## src/rtl/cpu_step_ctrl_if.sv

```systemverilog
// rtl/cpu_step_ctrl_if.sv - control/status signal bundle between step controller and its environment
interface cpu_step_ctrl_if #(
    parameter int CNT_W = 32
);
    logic             tick_in;
    logic             mode_run;
    logic             step_btn;
    logic             halt;
    logic             cpu_ce;
    logic [CNT_W-1:0] cycle_cnt;
    logic [1:0]       state;
    logic             running;

    modport master (
        output tick_in, mode_run, step_btn, halt,
        input  cpu_ce, cycle_cnt, state, running
    );

    modport slave (
        input  tick_in, mode_run, step_btn, halt,
        output cpu_ce, cycle_cnt, state, running
    );
endinterface

```

## src/rtl/cpu_step_ctrl.sv

```systemverilog
// rtl/cpu_step_ctrl.sv - run/single-step CPU clock-enable controller with cycle counter and halt latch
module cpu_step_ctrl #(
    parameter int DB_CYCLES = 16,
    parameter int CNT_W     = 32
) (
    input  logic          clk,
    input  logic          reset,
    cpu_step_ctrl_if.slave bus
);
    localparam int DB_W = (DB_CYCLES > 1) ? $clog2(DB_CYCLES) : 1;
    localparam logic [DB_W-1:0] DB_LAST = DB_W'(DB_CYCLES - 1);

    typedef enum logic [1:0] {
        S_IDLE = 2'b00,
        S_RUN  = 2'b01,
        S_STEP = 2'b10,
        S_HALT = 2'b11
    } state_t;

    logic             tick_q;
    logic [1:0]       mode_sync_q;
    logic [1:0]       btn_sync_q;
    logic [DB_W-1:0]  db_cnt_q, db_cnt_d;
    logic             db_lvl_q, db_lvl_d;
    logic             db_lvl_prev_q;
    state_t           state_q;
    logic             cpu_ce_q;
    logic             running_q;
    logic [CNT_W-1:0] cycle_cnt_q;

    logic tick_rise;
    logic mode_s;
    logic btn_s;
    logic step_req;

    // tick_in is already in the clk domain, so a single delay register finds its rising edge
    assign tick_rise = bus.tick_in & ~tick_q;
    assign mode_s    = mode_sync_q[1];
    assign btn_s     = btn_sync_q[1];
    assign step_req  = db_lvl_q & ~db_lvl_prev_q;

    // Debounce: accept a new button level only after it differs for DB_CYCLES consecutive cycles
    always_comb begin
        db_cnt_d = db_cnt_q;
        db_lvl_d = db_lvl_q;
        if (btn_s == db_lvl_q) begin
            db_cnt_d = '0;
        end else if (db_cnt_q == DB_LAST) begin
            db_lvl_d = btn_s;
            db_cnt_d = '0;
        end else begin
            db_cnt_d = db_cnt_q + 1'b1;
        end
    end

    // Input conditioning: tick edge register, 2-FF synchronizers and debounce state
    always_ff @(posedge clk or negedge reset) begin
        if (!reset) begin
            tick_q        <= 1'b0;
            mode_sync_q   <= 2'b00;
            btn_sync_q    <= 2'b00;
            db_cnt_q      <= '0;
            db_lvl_q      <= 1'b0;
            db_lvl_prev_q <= 1'b0;
        end else begin
            tick_q        <= bus.tick_in;
            mode_sync_q   <= {mode_sync_q[0], bus.mode_run};
            btn_sync_q    <= {btn_sync_q[0], bus.step_btn};
            db_cnt_q      <= db_cnt_d;
            db_lvl_q      <= db_lvl_d;
            db_lvl_prev_q <= db_lvl_q;
        end
    end

    // Control FSM with registered outputs; halt outranks everything and only reset leaves HALTED
    always_ff @(posedge clk or negedge reset) begin
        if (!reset) begin
            state_q     <= S_IDLE;
            cpu_ce_q    <= 1'b0;
            running_q   <= 1'b0;
            cycle_cnt_q <= '0;
        end else begin
            cpu_ce_q <= 1'b0;
            case (state_q)
                S_IDLE: begin
                    if (bus.halt) begin
                        state_q   <= S_HALT;
                        running_q <= 1'b0;
                    end else if (mode_s) begin
                        // a simultaneous step request is dropped: free-run wins
                        state_q   <= S_RUN;
                        running_q <= 1'b1;
                    end else if (step_req) begin
                        state_q   <= S_STEP;
                    end
                end
                S_RUN: begin
                    if (bus.halt) begin
                        state_q   <= S_HALT;
                        running_q <= 1'b0;
                    end else if (!mode_s) begin
                        // leaving RUN suppresses a coincident tick
                        state_q   <= S_IDLE;
                        running_q <= 1'b0;
                    end else if (tick_rise) begin
                        cpu_ce_q    <= 1'b1;
                        cycle_cnt_q <= cycle_cnt_q + CNT_W'(1);
                    end
                end
                S_STEP: begin
                    if (bus.halt) begin
                        state_q   <= S_HALT;
                        running_q <= 1'b0;
                    end else if (tick_rise) begin
                        cpu_ce_q    <= 1'b1;
                        cycle_cnt_q <= cycle_cnt_q + CNT_W'(1);
                        state_q     <= S_IDLE;
                    end
                end
                S_HALT: begin
                    running_q <= 1'b0;
                end
                default: begin
                    state_q   <= S_IDLE;
                    running_q <= 1'b0;
                end
            endcase
        end
    end

    assign bus.cpu_ce    = cpu_ce_q;
    assign bus.cycle_cnt = cycle_cnt_q;
    assign bus.state     = state_q;
    assign bus.running   = running_q;
endmodule
```

## src/flat_wrapper.sv

```systemverilog
// flat-port wrapper written by rule: the top's interface ports become plain ports
module cpu_step_ctrl_flat 
#(
    parameter int DB_CYCLES = 16,
    parameter int CNT_W     = 32
)
  (clk, reset, bus_tick_in, bus_mode_run, bus_step_btn, bus_halt, bus_cpu_ce, bus_cycle_cnt, bus_state, bus_running);
  cpu_step_ctrl_if #(.CNT_W(CNT_W)) bus_i ();
  input  logic clk;
  input  logic reset;
  input wire logic [$bits(bus_i.tick_in)-1:0] bus_tick_in;
  input wire logic [$bits(bus_i.mode_run)-1:0] bus_mode_run;
  input wire logic [$bits(bus_i.step_btn)-1:0] bus_step_btn;
  input wire logic [$bits(bus_i.halt)-1:0] bus_halt;
  output wire logic [$bits(bus_i.cpu_ce)-1:0] bus_cpu_ce;
  output wire logic [$bits(bus_i.cycle_cnt)-1:0] bus_cycle_cnt;
  output wire logic [$bits(bus_i.state)-1:0] bus_state;
  output wire logic [$bits(bus_i.running)-1:0] bus_running;
  assign bus_i.tick_in = bus_tick_in;
  assign bus_i.mode_run = bus_mode_run;
  assign bus_i.step_btn = bus_step_btn;
  assign bus_i.halt = bus_halt;
  assign bus_cpu_ce = bus_i.cpu_ce;
  assign bus_cycle_cnt = bus_i.cycle_cnt;
  assign bus_state = bus_i.state;
  assign bus_running = bus_i.running;
  cpu_step_ctrl #(.DB_CYCLES(DB_CYCLES), .CNT_W(CNT_W)) u_core (.clk(clk), .reset(reset), .bus(bus_i));
endmodule
```

## config.mk

```make
export PLATFORM = sky130hd
export DESIGN_NAME = cpu_step_ctrl_flat
export DESIGN_NICKNAME = d
export VERILOG_FILES = /design/src/rtl/cpu_step_ctrl_if.sv /design/src/rtl/cpu_step_ctrl.sv /design/src/flat_wrapper.sv
export SDC_FILE = /design/constraint.sdc
export NUM_CORES = 1
export LEC_CHECK = 0
export ABC_AREA = 1
export CORE_MARGIN = 10
export CORE_UTILIZATION = 48
export DETAILED_ROUTE_END_ITERATION = 10
export PLACE_DENSITY = 0.85
export SLEW_MARGIN = 0
export SYNTH_ARGS = -nofsm -noshare
export SYNTH_HDL_FRONTEND = slang
export SYNTH_SLANG_ARGS = --single-unit
```

## constraint.sdc

```tcl
create_clock -name clk -period 1.4 [get_ports clk]
set_input_delay 0.14 -clock clk [delete_from_list [all_inputs] [get_ports clk]]
set_output_delay 0.14 -clock clk [all_outputs]
set_load 0.05 [all_outputs]
```

# Yosys cells after proc, flatten, opt, wreduce, memory -nomap -nowiden
# Cells that the tools add are included.
word_totals:
  ff_bits: 47
  input_bits: 6
  output_inout_bits: 36
  wordCells: 63
op_classes:
  n_addsub: 2
  n_eq_ne: 13
  muxes: 26
  bitwise: 5
  n_reduce_logical: 7
ops:
  columns: ["operator", "count"]
  rows:
  - ["2-to-1 mux 32 bit", 4]
  - ["one-hot mux 32 bit (2 select lines)", 1]
  - ["adder 32 x 1 -> 32 bit, second input constant", 1]
  - ["2-to-1 mux 2 bit", 7]
  - ["2-to-1 mux 1 bit", 9]
  - ["2-to-1 mux 4 bit", 2]
  - ["AND reduction 4 bit", 2]
  - ["inequality test 2 bit, second input constant", 3]
  - ["inequality test 3 x 2 -> 1 bit, second input constant", 2]
  - ["one-hot mux 2 bit (3 select lines)", 1]
  - ["adder 4 x 1 -> 4 bit, second input constant", 1]
  - ["== test 2 bit, second input constant", 2]
  - ["== test 4 bit, second input constant", 1]
  - ["inequality test 4 x 2 -> 1 bit, second input constant", 1]
  - ["one-hot mux 1 bit (4 select lines)", 1]
  - ["inequality test 3 bit, second input constant", 1]
  - ["inverter 1 bit", 3]
  - ["AND reduction 3 bit", 1]
  - ["nonzero test 3 bit", 1]
  - ["bitwise AND 1 bit", 2]
  - ["== test 2 x 1 -> 1 bit, second input constant", 1]
  - ["zero test 2 bit", 1]
  - ["inequality test 2 x 1 -> 1 bit, second input constant", 1]
  - ["one-hot mux 1 bit (2 select lines)", 1]
  - ["other kinds (3)", 3]

# Logic depth before layout (Yosys ltp)
# Gate-level depths: netlist of run 1.
depth:
  depth_word: 6
  ltp_mapped: 11
  mapped_depth_nobuf: 11

# Worst setup path before layout of run 1
# No wires, ideal clock.
synth_timing:
  kind: "register to register"
  start: "reg u_core.state_q[1], in the netlist u_core.bus.state[1]"
  end: "reg u_core.cycle_cnt_q[20], in the netlist u_core.bus.cycle_cnt[20]"
  setup_time_ns: 0.123
  t_arrival_ns: 1.719
  required_time_ns: 1.277
  setup_slack_ns: -0.441
  path_stages_with_launch: 11
  n_path_buf: 0
  synth_period_minus_slack_ns: 1.841
  path_cell_list: "dfrtp_1 > inv_1 > ha_1 > inv_2 > nor2_1 > nor2_4 > nand2_1 > nor2_2 > nand2_1 > o21ai_1 > nand2_1"
synth_between:
  elab_chain_cells: 3
  word_cells_on_any_way: 8
  classes_between: "eq/ne (5); mux (1); reduce/logical (2)"
synth_rtl:
  columns: ["item", "line", "text"]
  rows:
  - ["start: declaration", "cpu_step_ctrl.sv:26", "state_t state_q;"]
  - ["start signal: assignment", "cpu_step_ctrl.sv:78", "state_q <= S_IDLE;"]
  - ["start signal: assignment", "cpu_step_ctrl.sv:87", "state_q <= S_HALT;"]
  - ["start signal: assignment", "cpu_step_ctrl.sv:91", "state_q <= S_RUN;"]
  - ["== test 2 x 1 -> 1 bit / == test 2 bit (equally long branches)", "cpu_step_ctrl.sv:84", "case (state_q)"]
  - ["inequality test 2 x 1 -> 1 bit (no source line), or another cell as far along", null, null]
  - ["AND reduction 4 bit (no source line)", null, null]
  - ["end signal: assignment", "cpu_step_ctrl.sv:107", "cycle_cnt_q <= cycle_cnt_q + CNT_W'(1);"]
  - ["end signal: assignment", "cpu_step_ctrl.sv:116", "cycle_cnt_q <= cycle_cnt_q + CNT_W'(1);"]
  - ["end: declaration", "cpu_step_ctrl.sv:29", "logic [CNT_W-1:0] cycle_cnt_q;"]
# Several ways; a longest one is shown, not always the timed one.
# A chain may end at the register's enable or synchronous reset.

# Worst setup path in the final report of run 1
layout_timing:
  start: "reg u_core.state_q[0], in the netlist u_core.bus.state[0]"
  end: "reg u_core.cycle_cnt_q[24], in the netlist u_core.bus.cycle_cnt[24]"
# The elaborated chain is that of the path after synthesis.

==> flow_summary.yaml, run 1 <==
final_layout:
  diodes: 0
  final_util: 0.804
  drive_above_1_share: 0.394
  n_fill_cell: 282
  nNetsFinal: 417
  fin_area_mm2: 0.00411
  syn2layout_area_growth_pct: 63.5
  multi_input_area_mm2: 0.00136
  seq_area_mm2: 0.00119
setup_path:
  reg2reg_depth: 8
  critPathMaxStageDelay_ns: 0.45
  crit_fanout: 7
  r2r_end: "u_core.bus.cycle_cnt[24]"
  worstPathArrival_ns: 1.89
  slowest_stage: "dfrtp_2"
  reg2reg_slack_ns: -0.23
  cp-end-kind: "flip-flop"
  timing.rr.start: "u_core.bus.state[0]"
  cp.required_ns: 1.65
  path_class: "reg -> reg"
  critPathLaunchType: "flip-flop"
  path_cells: "ha_4 -> inv_4 -> nor2_4 -> nor2_4 -> nand3_2 -> nor2_4 -> nand4_1 -> nand2_1"
  critPathMostFrequentCell: "nor2_4"
sta:
  post-route-period-util: 1.17
  hold_viol_final: 0
  rsz0062_at_grt: "yes"
  tns_ns: -4.39
  clock_skew_ns: 0.0171
  setup_ws_ns: -0.232
  relSlewSlack: 0.681
  fmax_ghz: 0.613
  hold_ws_ns: 0.264
  fin_crit_ns: 1.63
  setup_viol: 34
  worst_pin_slew_ns: 0.478
  drv_slew: 0
global_routing:
  grt_pass1_wl_um: 12900
  grt_start_max_net_pins: 21
  grt_overflow: 0
  track_usage: 0.185
  grt_pass1_vias: 2819
  antenna_found_initial: 0
detailed_routing:
  ant_nets: 0
  drt_iter0_markers: 329
  route.vias.total: 2645
  drt_first_pass_iters: 8
  wl_um: 8240
  drc: 0
  wl_per_cell_um: 17.3
  via_per_inst: 5.56
die:
  initial_core_util: 0.492
  die_w_um: 92.3
  die_area_mm2: 0.00853
  io_pins: 42
  num_rows: 26
  core_mm2: 0.00511
  fp.dieH_um: 92.3
power:
  power.density_mw_per_mm2: 1130
  ir_drop_mv: 1.17
  total_leakage_power_nw: 1.88
run_status:
  violations: "negative setup slack"
  outcome: "finished, violations left"
placement:
  place_ws_ns: -0.259
  gp_congestion: 0.925
  io_buffers: 41
  placed_cell_area_mm2: 0.00378
  dp_hpwl_um: 5410
clock_tree:
  numCtsBuffers: 5
  cts_buffer_depth: 2
  cts_max_level: 2
  cts-root-buf: "clkbuf_8"
  cts.sinks: 47
  clk_latency_ns: 0.32
  clkTransAtPathRegs_ns: 0.09
  cts_tree: "built"
min_path:
  min_to: "u_core.mode_sync_q[0]"
  hp-start: "bus_mode_run"
  min_path_cells: 1
  min_path_type: "in -> reg"
synth:
  ys_ff_latch: 47
  avgSynthCellArea_um2: 8.32
  synth.yosys.seq_area_share: 0.468
  ys_warn_count: 0
  synth_area_mm2: 0.00251
  syn_inst: 302
  synth_nets: 314
  synth_cell_types: 26
run:
  drv_cap: 0
[Yosys cell counts (all sizes together)]
cell	instances	area share
a21oi	3	0.0060
a31oi	1	0.0025
dfrtp	47	0.47
ha	6	0.030
inv	42	0.063
nand2	87	0.13
nand3	20	0.055
nand3b	6	0.018
nand4	12	0.030
nor2	46	0.099
nor3	6	0.012
nor3b	1	0.0050
o211ai	1	0.0030
o21ai	4	0.0080
o21bai	1	0.0030
o22ai	1	0.0025
xnor2	11	0.038
xor2	7	0.024
[final cells by class]
type,instances,share of cell area
Sequential cell,47,0.290
Timing Repair Buffer,96,0.290
Inverter,42,0.0396
Clock buffer,6,0.0201
Tap cell,70,0.0213
Clock inverter,2,0.00853
Multi-Input combinational cell,213,0.331
[cell families (layout without fill, tap and decap cells)]
family	Yosys count	in the layout	share of synthesized area
AND/OR/NAND/NOR	178	178	0.352
flip-flops	47	47	0.468
buffers and inverters	42	146	0.0627
XOR/XNOR	18	18	0.0627
AO/OA/AOI/OAI	11	11	0.0249
adder cells (fa/ha/maj)	6	6	0.0299
[critical path: cells and delay by family, from the launching register on]
family,cells,cell delay [ns]
adder cells (fa/ha/maj),1,0.21
buffers and inverters,1,0.06
AND/OR/NAND/NOR,6,0.85
flip-flops,1,0.45
[layout by cell type, fill, tap and decap left out, drive strengths merged, types with 3 or more instances in the layout]
cell           instances
a21oi                  3
dfrtp                 47
xor2                   7
nor2                  46
nand3b                 6
nand4                 12
clkbuf                 6
nor3                   6
buf                   91
inv                   42
o21ai                  4
xnor2                 11
nand3                 20
clkdlybuf4s50          4
nand2                 87
ha                     6
[metal layers]
layer	part of all wire	GRT usage	vias up
met3	0.093	0.0508	59
met4	0.050	0.114	0
met5	0	0	-
met1	0.36	0.192	1252
met2	0.50	0.324	178
li1	-	-	1156
[timing repair]
item | in CTS | in global routing
endpoints found under the hold margin | 18 | 0
pin swaps | 9 | 14
setup endpoints to repair | 30 | 35
hold buffers | 1 | 0
setup buffers | 6 | 2
resized for setup | 17 | 17
[report_power, final]
group | total, mW | switching [mW] | internal, mW
logic | 1.99 | 1.05 | 0.942
registers | 1.60 | 0.127 | 1.47
clock network | 1.06 | 0.481 | 0.578
total | 4.65 | 1.65 | 2.99
[metrics by stage]
step	instances	total power [mW]
global route	476	4.81
finish	476	4.65
detailed placement	460	3.18
global placement	460	3.12
floorplan	302	2.39
CTS	475	4.44
[how the worst max path moves through the flow]
stage                              from                        to  cells past startpoint
2_1_floorplan       u_core.bus.state[1]  u_core.bus.cycle_cnt[28]                     10
3_3_place_gp                bus_tick_in  u_core.bus.cycle_cnt[21]                      8
3_5_place_dp                bus_tick_in  u_core.bus.cycle_cnt[16]                      8
4_1_cts             u_core.bus.state[0]  u_core.bus.cycle_cnt[16]                      9
5_1_grt        u_core.bus.cycle_cnt[16]  u_core.bus.cycle_cnt[29]                      7
6_report            u_core.bus.state[0]  u_core.bus.cycle_cnt[24]                      8
[flip-flops by register name (all words and copies together) (netlist names)]
register	count
u_core.bus.running	1
u_core.bus.cycle_cnt	32
u_core.db_lvl_prev_q	1
u_core.db_lvl_q	1
u_core.mode_sync_q	2
u_core.btn_sync_q	2
u_core.bus.cpu_ce	1
u_core.tick_q	1
u_core.bus.state	2
u_core.db_cnt_q	4
No activity file was read; power rests on OpenSTA's default activity.
==> run 2: changes to the inputs <==
==> constraint.sdc (replaced) <==
create_clock -name clk -period 1.4 [get_ports clk]
set_input_delay 0.42 -clock clk [delete_from_list [all_inputs] [get_ports clk]]
set_output_delay 0.42 -clock clk [all_outputs]
set_load 0.05 [all_outputs]
==> run 2 against run 1 <==
- the run still ends with negative setup slack left
- die area unchanged
- worst hold slack worse by 0.21 ns
- via count up 10%
- highest routed layer unchanged
==> flow_summary.yaml, run 2 (synthesis results as in run 1) <==
run_status:
  outcome: "finished, violations left"
  violations: "negative setup slack"
clock_tree:
  cts_tree: "built"
  cts_max_level: 2
  cts.sinks: 47
  clk_latency_ns: 0.33
  cts-root-buf: "clkbuf_8"
  numCtsBuffers: 5
  cts_buffer_depth: 2
  clkTransAtPathRegs_ns: 0.11
global_routing:
  grt_pass1_wl_um: 13900
  grt_start_max_net_pins: 48
  track_usage: 0.204
  grt_overflow: 0
  grt_pass1_vias: 2840
  antenna_found_initial: 0
die:
  initial_core_util: 0.492
  fp.dieH_um: 92.3
  core_mm2: 0.00511
  die_area_mm2: 0.00853
  io_pins: 42
  num_rows: 26
  die_w_um: 92.3
placement:
  io_buffers: 41
  place_inst: 460
  dp_hpwl_um: 5500
  placed_cell_area_mm2: 0.00381
  gp_congestion: 0.910
setup_path:
  cp.required_ns: 1.62
  reg2reg_slack_ns: -0.29
  cp-end-kind: "flip-flop"
  worstPathArrival_ns: 1.92
  path_cells: "nand2_1 -> nor2_1 -> nand2_1 -> nor2_1 -> nand4_1 -> nand2_1 -> nand2_1"
  critPathMaxStageDelay_ns: 0.43
  critPathMostFrequentCell: "nand2_1"
  path_buf_inv: 0
  crit_family: "simple AND/OR/NAND/NOR gates"
  crit_fanout: 4
  path_class: "reg -> reg"
  slowest_stage: "dfrtp_1"
  critPathLaunchType: "flip-flop"
final_layout:
  nNetsFinal: 452
  instances_no_fill: 511
  largest_reg_flops: 32
  final_common_cell: "nand2_1"
  diodes: 0
  final_util: 0.887
  final_cell_mix: "nand2_1 (74), buf_4 (55), inv_1 (37), buf_12 (37), buf_6 (34)"
  fin_area_mm2: 0.00453
  drive_above_1_share: 0.476
  syn2layout_area_growth_pct: 80.3
  n_fill_cell: 197
sta:
  setup_viol: 59
  worst_pin_slew_ns: 0.427
  post-route-period-util: 1.21
  setup_ws_ns: -0.294
  relSlewSlack: 0.714
  drv_slew: 0
  fmax_ghz: 0.590
  hold_ws_ns: 0.0537
  rsz0062_at_grt: "yes"
  fin_crit_ns: 1.69
  clock_skew_ns: 0.0275
  hold_viol_final: 0
run:
  drv_cap: 0
power:
  power.density_mw_per_mm2: 1080
  total_leakage_power_nw: 2.08
  power_mw: 4.90
  ir_drop_mv: 1.87
detailed_routing:
  drc: 0
  drt_iter0_markers: 407
  ant_nets: 0
  via_per_inst: 5.70
  drt_first_pass_iters: 5
  wl_per_cell_um: 20.7
  wl_um: 10600
  route.vias.total: 2912
min_path:
  min_path_type: "in -> async"
==> run 2: through the flow <==
step,worst slack [ns],TNS (ns)
2_1_floorplan,-0.215,-3.99
3_3_place_gp,-0.449,-13.22
3_5_place_dp,-0.528,-15.32
4_1_cts,-0.193,-4.55
5_1_grt,-0.359,-10.93
6_report,-0.294,-8.43
==> run 2: per-layer routing <==
metal	GRT usage	share of wire	vias up
met5	0	0	-
met4	0.104	0.067	0
met3	0.0557	0.098	72
met2	0.364	0.48	228
met1	0.215	0.35	1385
li1	-	-	1227
==> run 2: layout make-up <==
cell class	instances	area, um^2	area share
multi-input combinational	213	1410	0.310
timing repair buffer	131	1580	0.349
clock inverter	2	16.3	0.00359
tap	70	87.6	0.0193
inverter	42	160	0.0353
sequential	47	1200	0.264
clock buffer	6	82.6	0.0182
==> run 2: where the power goes <==
group / internal (mW) / total (mW) / switching, mW
logic: 1.16 / 2.36 / 1.20
clock network: 0.404 / 0.921 / 0.517
registers: 1.47 / 1.62 / 0.152
total: 3.04 / 4.90 / 1.87
==> run 2: final timing paths <==
path | to | start | depth (start not counted)
max | u_core.bus.cycle_cnt[29] | u_core.bus.cycle_cnt[15] | 7
min | u_core.db_lvl_prev_q | reset | 2
max in group asynchronous | u_core.bus.cycle_cnt[18] | reset | 2
max reg2reg | u_core.bus.cycle_cnt[29] | u_core.bus.cycle_cnt[15] | 7
min in group clk | u_core.btn_sync_q[1] | u_core.btn_sync_q[0] | 0
min reg2reg | u_core.btn_sync_q[1] | u_core.btn_sync_q[0] | 0
==> run 2: what timing repair did <==
action	CTS	global route
cloned	0	0
hold buffers	0	0
gates resized for setup	45	41
pin swaps	17	12
endpoints found under the setup margin	63	64
setup buffers	32	19
